<file path="src/rtl/demux_1x2.sv">
// Registered 1-to-2 valid/ready stream demultiplexer with a one-entry register per output.
// Define DEMUX_PKT_LOCK_EN to steer whole packets by the select sampled on their first beat.
module demux_1x2 #(
  parameter int WIDTH = 8
) (
  input  logic             clk,
  input  logic             rst_n,
  input  logic [WIDTH-1:0] in_data,
  input  logic             in_valid,
  input  logic             in_sel,
  input  logic             in_last,
  output logic             in_ready,
  output logic [WIDTH-1:0] out0_data,
  output logic             out0_valid,
  output logic             out0_last,
  input  logic             out0_ready,
  output logic [WIDTH-1:0] out1_data,
  output logic             out1_valid,
  output logic             out1_last,
  input  logic             out1_ready
);

  logic esel;
  logic in_xfer;
  logic load0;
  logic load1;

`ifdef DEMUX_PKT_LOCK_EN
  typedef enum logic {
    IDLE = 1'b0,
    PKT  = 1'b1
  } lock_state_e;

  lock_state_e state, state_nxt;
  logic        lock_sel, lock_sel_nxt;

  // esel is kept apart from the next-state logic: in_xfer depends on esel, so
  // folding both into one process would create a false combinational loop.
  assign esel = (state == PKT) ? lock_sel : in_sel;

  // NOTE: state registers use non-blocking assignments so every flop samples
  // pre-edge values regardless of process evaluation order.
  always_ff @(posedge clk or negedge rst_n) begin
    if (!rst_n) begin
      state    <= IDLE;
      lock_sel <= 1'b0;
    end else begin
      state    <= state_nxt;
      lock_sel <= lock_sel_nxt;
    end
  end

  // NOTE: defaults first so no path through the case leaves an output unassigned
  // (which would infer a latch).
  always_comb begin
    state_nxt    = state;
    lock_sel_nxt = lock_sel;
    case (state)
      IDLE: if (in_xfer && !in_last) begin
        state_nxt    = PKT;
        lock_sel_nxt = in_sel;
      end
      PKT: if (in_xfer && in_last) state_nxt = IDLE;
      default: state_nxt = IDLE;
    endcase
  end
`else
  assign esel = in_sel;
`endif

  // Ready looks only at the selected register, so a stalled consumer never blocks the other.
  assign in_ready = rst_n & (esel ? (~out1_valid | out1_ready) : (~out0_valid | out0_ready));
  assign in_xfer  = in_valid & in_ready;
  assign load0    = in_xfer & ~esel;
  assign load1    = in_xfer & esel;

  // NOTE: data/last are reset too, because outputs must read 0 after reset.
  always_ff @(posedge clk or negedge rst_n) begin
    if (!rst_n) begin
      out0_data  <= '0;
      out0_last  <= 1'b0;
      out0_valid <= 1'b0;
    end else if (load0) begin
      out0_data  <= in_data;
      out0_last  <= in_last;
      out0_valid <= 1'b1;
    end else if (out0_ready) begin
      out0_valid <= 1'b0;
    end
  end

  always_ff @(posedge clk or negedge rst_n) begin
    if (!rst_n) begin
      out1_data  <= '0;
      out1_last  <= 1'b0;
      out1_valid <= 1'b0;
    end else if (load1) begin
      out1_data  <= in_data;
      out1_last  <= in_last;
      out1_valid <= 1'b1;
    end else if (out1_ready) begin
      out1_valid <= 1'b0;
    end
  end

endmodule

</file>
<file path="config.mk">
export PLATFORM = sky130hd
export DESIGN_NAME = demux_1x2
export DESIGN_NICKNAME = d
export VERILOG_FILES = /design/src/rtl/demux_1x2.sv
export SDC_FILE = /design/constraint.sdc
export NUM_CORES = 1
export LEC_CHECK = 0
export BUFFER_PORTS_ARGS = -buffer_cell sky130_fd_sc_hd__clkbuf_2
export CORE_MARGIN = 2
export CORE_UTILIZATION = 50
export DETAILED_ROUTE_END_ITERATION = 8
export PLACE_DENSITY = 0.82
export SETUP_SLACK_MARGIN = 0.05
export SYNTH_ARGS = -nofsm -noshare
export SYNTH_HDL_FRONTEND = slang
export SYNTH_SLANG_ARGS = --single-unit
export TNS_END_PERCENT = 50
</file>
<file path="constraint.sdc">
create_clock -name clk -period 3.3 [get_ports clk]
set_input_delay 0.66 -clock clk [delete_from_list [all_inputs] [get_ports clk]]
set_output_delay 0.66 -clock clk [all_outputs]
set_load 0.02 [all_outputs]
</file>
Word level (Yosys, flattened, before mapping)
Index checks and enable logic that the tools add are counted.
W data, S select, Z words.
- flip-flop bits (word level): 20
- input bits: 15
- muxes and demuxes: 5
- bitwise logic cells: 9
- reductions and logical operators: 2
- operator list (cell ; number):
    $mux W1 ; 5
    $and A1 B1 Y1 ; 4
    $reduce_bool A2 Y1 ; 2
    $not A1 Y1 ; 3
    $or A1 B1 Y1 ; 2

Depth between registers and ports, before layout
- depth after elaboration: 7
- depth in mapped cells: 4
- mapped depth without buffers: 3

Worst setup path before layout
No wires, ideal clock.
- path type: input to output
- start point: in out1_ready
- end point: out in_ready
- data arrival time: 1145 ps
- data required time: 2640 ps
- setup slack: 1495 ps
- stages on the path: 3
- cell sequence: nand2b_4 -> mux2i_1 -> nor2b_1
- cells in the longest elaborated chain, start to end: 3
- ends and longest elaborated chain (element ; RTL line ; RTL):
    start, declared ; 20 ; input logic out1_ready
    $or A1 B1 Y1 ; 72 ; assign in_ready = rst_n & (esel ? (~out1_valid | out1_ready) : (~out0_valid | out0_ready));
    $mux W1 ; 72 ;
    $and A1 B1 Y1 ; 72 ;
    end, declared ; 12 ; output logic in_ready,
Every way passes these cells.

Final worst setup path
- start point: in rst_n
- end point: out in_ready
- cells in the longest elaborated chain, start to end: 1
- ends and longest elaborated chain (element ; RTL line ; RTL):
    start, declared ; 7 ; input logic rst_n,
    $and A1 B1 Y1 ; 72 ;
Every way passes these cells.

==> impl_summary.log <==
[metrics] run status: finished, final reports clean
[metrics] highest-delay cell along the critical path: sky130_fd_sc_hd__clkbuf_2
[metrics] Post-CTS Setup Inserts: 0
[metrics] master cell of the clock root buffer: sky130_fd_sc_hd__clkbuf_4
[metrics] NetSw: 0.2160 mW
[metrics] antenna-violating nets left: 0
[metrics] buffering stage count on the worst path with inverters included: 2
[metrics] die height: 46.30 um
[metrics] pin count of the biggest net entering global routing: 24
[metrics] maximum fanout count along the critical path: 23
[metrics] cell area after synthesis: 894.6 um2
[metrics] die area: 2144 um2
[metrics] post-synthesis cell count: 50
[metrics] layout overhead on the synthesized area: 26.29%
[metrics] count of unresolved DRC violations after routing: 0
[metrics] count of max-cap constraint violations: 0
[metrics] crit path cell chain: clkbuf_2 -> nor2b_1 -> clkbuf_2
[metrics] highest attainable clock frequency: 0.4658 GHz
[metrics] most frequent cells in the layout: 35 x sky130_fd_sc_hd__clkbuf_2, 20 x sky130_fd_sc_hd__dfrtp_1, 18 x sky130_fd_sc_hd__mux2_4
[metrics] port bufs: 35
[metrics] first-pass GRT wire length: 2415 um
[metrics] Yosys cell types: 12
[metrics] number of top-level design ports: 36
[metrics] relative contribution of sequential cells to total power: 43.5%
[metrics] area used by multi-input combinational logic: 362.8 um2
[metrics] routability-driven placement congestion ratio: 0.6086
[metrics] maximum clock skew at final layout: 2.494 ps
[metrics] floorplan die width: 46.30 um
[metrics] Worst Tran Pin Value: 534.0 ps
[metrics] number of vias per cell after detailed routing: 4.867
[metrics] total number of vias: 550
[metrics] most common library cell in the layout ignoring fill and taps: sky130_fd_sc_hd__clkbuf_2
[metrics] Synth Net Count: 65
[metrics] via count of the first global-routing pass: 556
[metrics] pins over their slew limit: 0
[metrics] type of the setup path with the least slack: in2out
[metrics] category of the worst setup path launch point: input pin
[metrics] layout cells sized above 1: 71.59%
[metrics] total number of H-tree levels: 1
[metrics] Worst path max stage delay: 420 ps
[metrics] Total Power Consumption: 0.7378 mW
[metrics] cell type group with the largest total delay on the critical path: buffers and inverters
[metrics] internal power contribution: 0.5218 mW
[metrics] register area: 500.5 um2
[metrics] number of synthesized register bits: 20
[metrics] most frequent cell on the critical path: sky130_fd_sc_hd__clkbuf_2
[metrics] Gate power share: 29.5%
[metrics] TritonCTS clock tree: yes
[metrics] overall fraction of global-route tracks in use: 16.93%
[metrics] DP Worst Slack: 1120 ps
[metrics] fraction of the yosys area taken by sequential cells: 55.94%
[metrics] Slew Limit Headroom: 64.40%
[metrics] setup repair after global routing missed its margin: no
[metrics] clock network power share: 27.0%
[metrics] worst setup slack after layout: 1153 ps
[metrics] worst hold path class: in2async
[metrics] Avg Synthesized Cell Area: 17.89 um2
[metrics] path length in cells of the critical path: 3
[metrics] top cells by area, synth: sky130_fd_sc_hd__dfrtp_1 56%, sky130_fd_sc_hd__mux2_4 30%, sky130_fd_sc_hd__nand2b_4 3.1%
[metrics] post-synth top area cell: sky130_fd_sc_hd__dfrtp_1
[metrics] YS warnings: 0
[metrics] worst-case hold slack: 311.7 ps
[metrics] final non-filler cell area: 1130 um2
[metrics] power density over the cells: 653.0 nW/um2
[metrics] category of the worst setup path capture point: output port
[metrics] Diodes inserted: 0
[metrics] maximum vdd drop: 0.3104 mV
[metrics] filler cell count: 145
[metrics] average wire length per cell after detail routing: 13.73 um
[metrics] top cell type's share of synthesized area: 55.94%
[metrics] NumNets Final: 104
[metrics] area of the core: 1708 um2
[metrics] Setup-failing EPs final: 0
[metrics] Resize count post-CTS: 0
[metrics] WP data required: 2640 ps
[metrics] switching part of the total power: 29.28%
[metrics] clock slew at the register clock pins of the worst setup and hold paths: 110 ps
[metrics] number of hold violations in the final report: 0
[metrics] Num CTS Buffers: 3
[metrics] worst reg2reg endpoint: out1_last$_DFFE_PN0P_
[metrics] placement-stage cell area: 1077 um2
[metrics] final global-route overflow total: 0
[metrics] total negative setup slack: 0 ps
[metrics] violation count after the first detailed-route iteration: 5
[metrics] cts-stage hold buffer count: 0
[metrics] first-pass iteration count of the detailed router: 2
[metrics] Final Critical Period: 2147 ps
[metrics] data arrival time of the worst path: 1490 ps
[metrics] number of antenna violations at the first check in global routing: 0
[metrics] floorplan row count: 15
[metrics] number of buffers on the longest clock path: 2
[metrics] fraction of the cycle the final worst path needs: 65.06%
[metrics] internal reg-to-reg setup slack: 1960 ps
[metrics] clock latency on the worst-skew pair: 300 ps
[metrics] starting density of the core: 52.38%
[metrics] count of clock tree sinks: 20
[metrics] R2R Path Start: out1_valid$_DFFE_PN0P_
[metrics] total wire length after detailed routing: 1552 um
[metrics] leakage power: 0.5952 nW
[metrics] DPL Wire Length: 1144 um
[metrics] worst-case reg-to-reg path depth: 3
-- power groups by stage --
stage               Clock [mW]  Combinational, mW  Sequential (mW)
floorplan                    0             0.0844            0.385
global placement             0              0.217            0.324
detailed placement           0              0.220            0.326
CTS                      0.203              0.221            0.322
global route             0.213              0.233            0.326
finish                   0.199              0.217            0.321
-- sequential cells by signal, summed over array words and instances, names as in the netlist --
signal,cells
out0_data,8
out1_data,8
out0_last,1
out0_valid,1
out1_last,1
out1_valid,1
-- cell families (layout without fill, tap and decap cells) --
family                 count (synthesis)  in the layout  synth area share (%)
flip-flops                            20             20                 55.94
multiplexers                          19             19                 31.33
AND/OR/NAND/NOR                        8              8                 8.672
buffers and inverters                  2             40                 3.497
AO/OA/AOI/OAI                          1              1                0.5589
-- stage by stage --
stage	util [%]	std cells
floorplan	-	50
global placement	63.08	109
detailed placement	63.08	109
CTS	66.15	113
global route	66.15	113
finish	66.15	113
-- per-layer routing --
metal | wire length (um) | global-route usage [%] | up-vias
li1 | - | - | 250
met1 | 681 | 19.10 | 273
met2 | 740 | 27.78 | 23
met3 | 84 | 3.922 | 4
met4 | 45 | 12.00 | 0
met5 | 0 | 0 | -
-- cell usage after synthesis --
cell	instances
sky130_fd_sc_hd__nor3b_2	1
sky130_fd_sc_hd__buf_6	1
sky130_fd_sc_hd__mux2i_1	1
sky130_fd_sc_hd__nor2b_1	1
sky130_fd_sc_hd__nand2_1	2
sky130_fd_sc_hd__nand2b_4	2
sky130_fd_sc_hd__buf_12	1
sky130_fd_sc_hd__nor2b_4	1
sky130_fd_sc_hd__nand3_2	1
sky130_fd_sc_hd__mux2_4	18
sky130_fd_sc_hd__o21ai_0	1
sky130_fd_sc_hd__dfrtp_1	20
-- worst register-to-register path, stage by stage, from the launching register on --
cell                       delay, ps
sky130_fd_sc_hd__dfrtp_1         430
sky130_fd_sc_hd__nand2b_4         90
sky130_fd_sc_hd__nor2b_4         380
sky130_fd_sc_hd__mux2_4          340
-- final cells by class --
| class | count | share of cell area [%] |
|---|---|---|
| flip-flops and latches | 20 | 44.30 |
| multi-input cells | 28 | 32.12 |
| repair buffers | 36 | 16.17 |
| well taps | 25 | 2.769 |
| clock inverters | 1 | 2.658 |
| clock buffers | 3 | 1.993 |
-- worst max path at each step --
stage	startpoint	endpoint	slack (ps)
after detailed placement	rst_n	out0_data[6]$_DFFE_PN0P_	1120
after global routing	rst_n	in_ready	1020
after CTS	rst_n	in_ready	1120
final	rst_n	in_ready	1150
after global placement	rst_n	out1_data[2]$_DFFE_PN0P_	1150
after floorplan	out1_ready	in_ready	1500
Power figures use the tool's default switching activity.
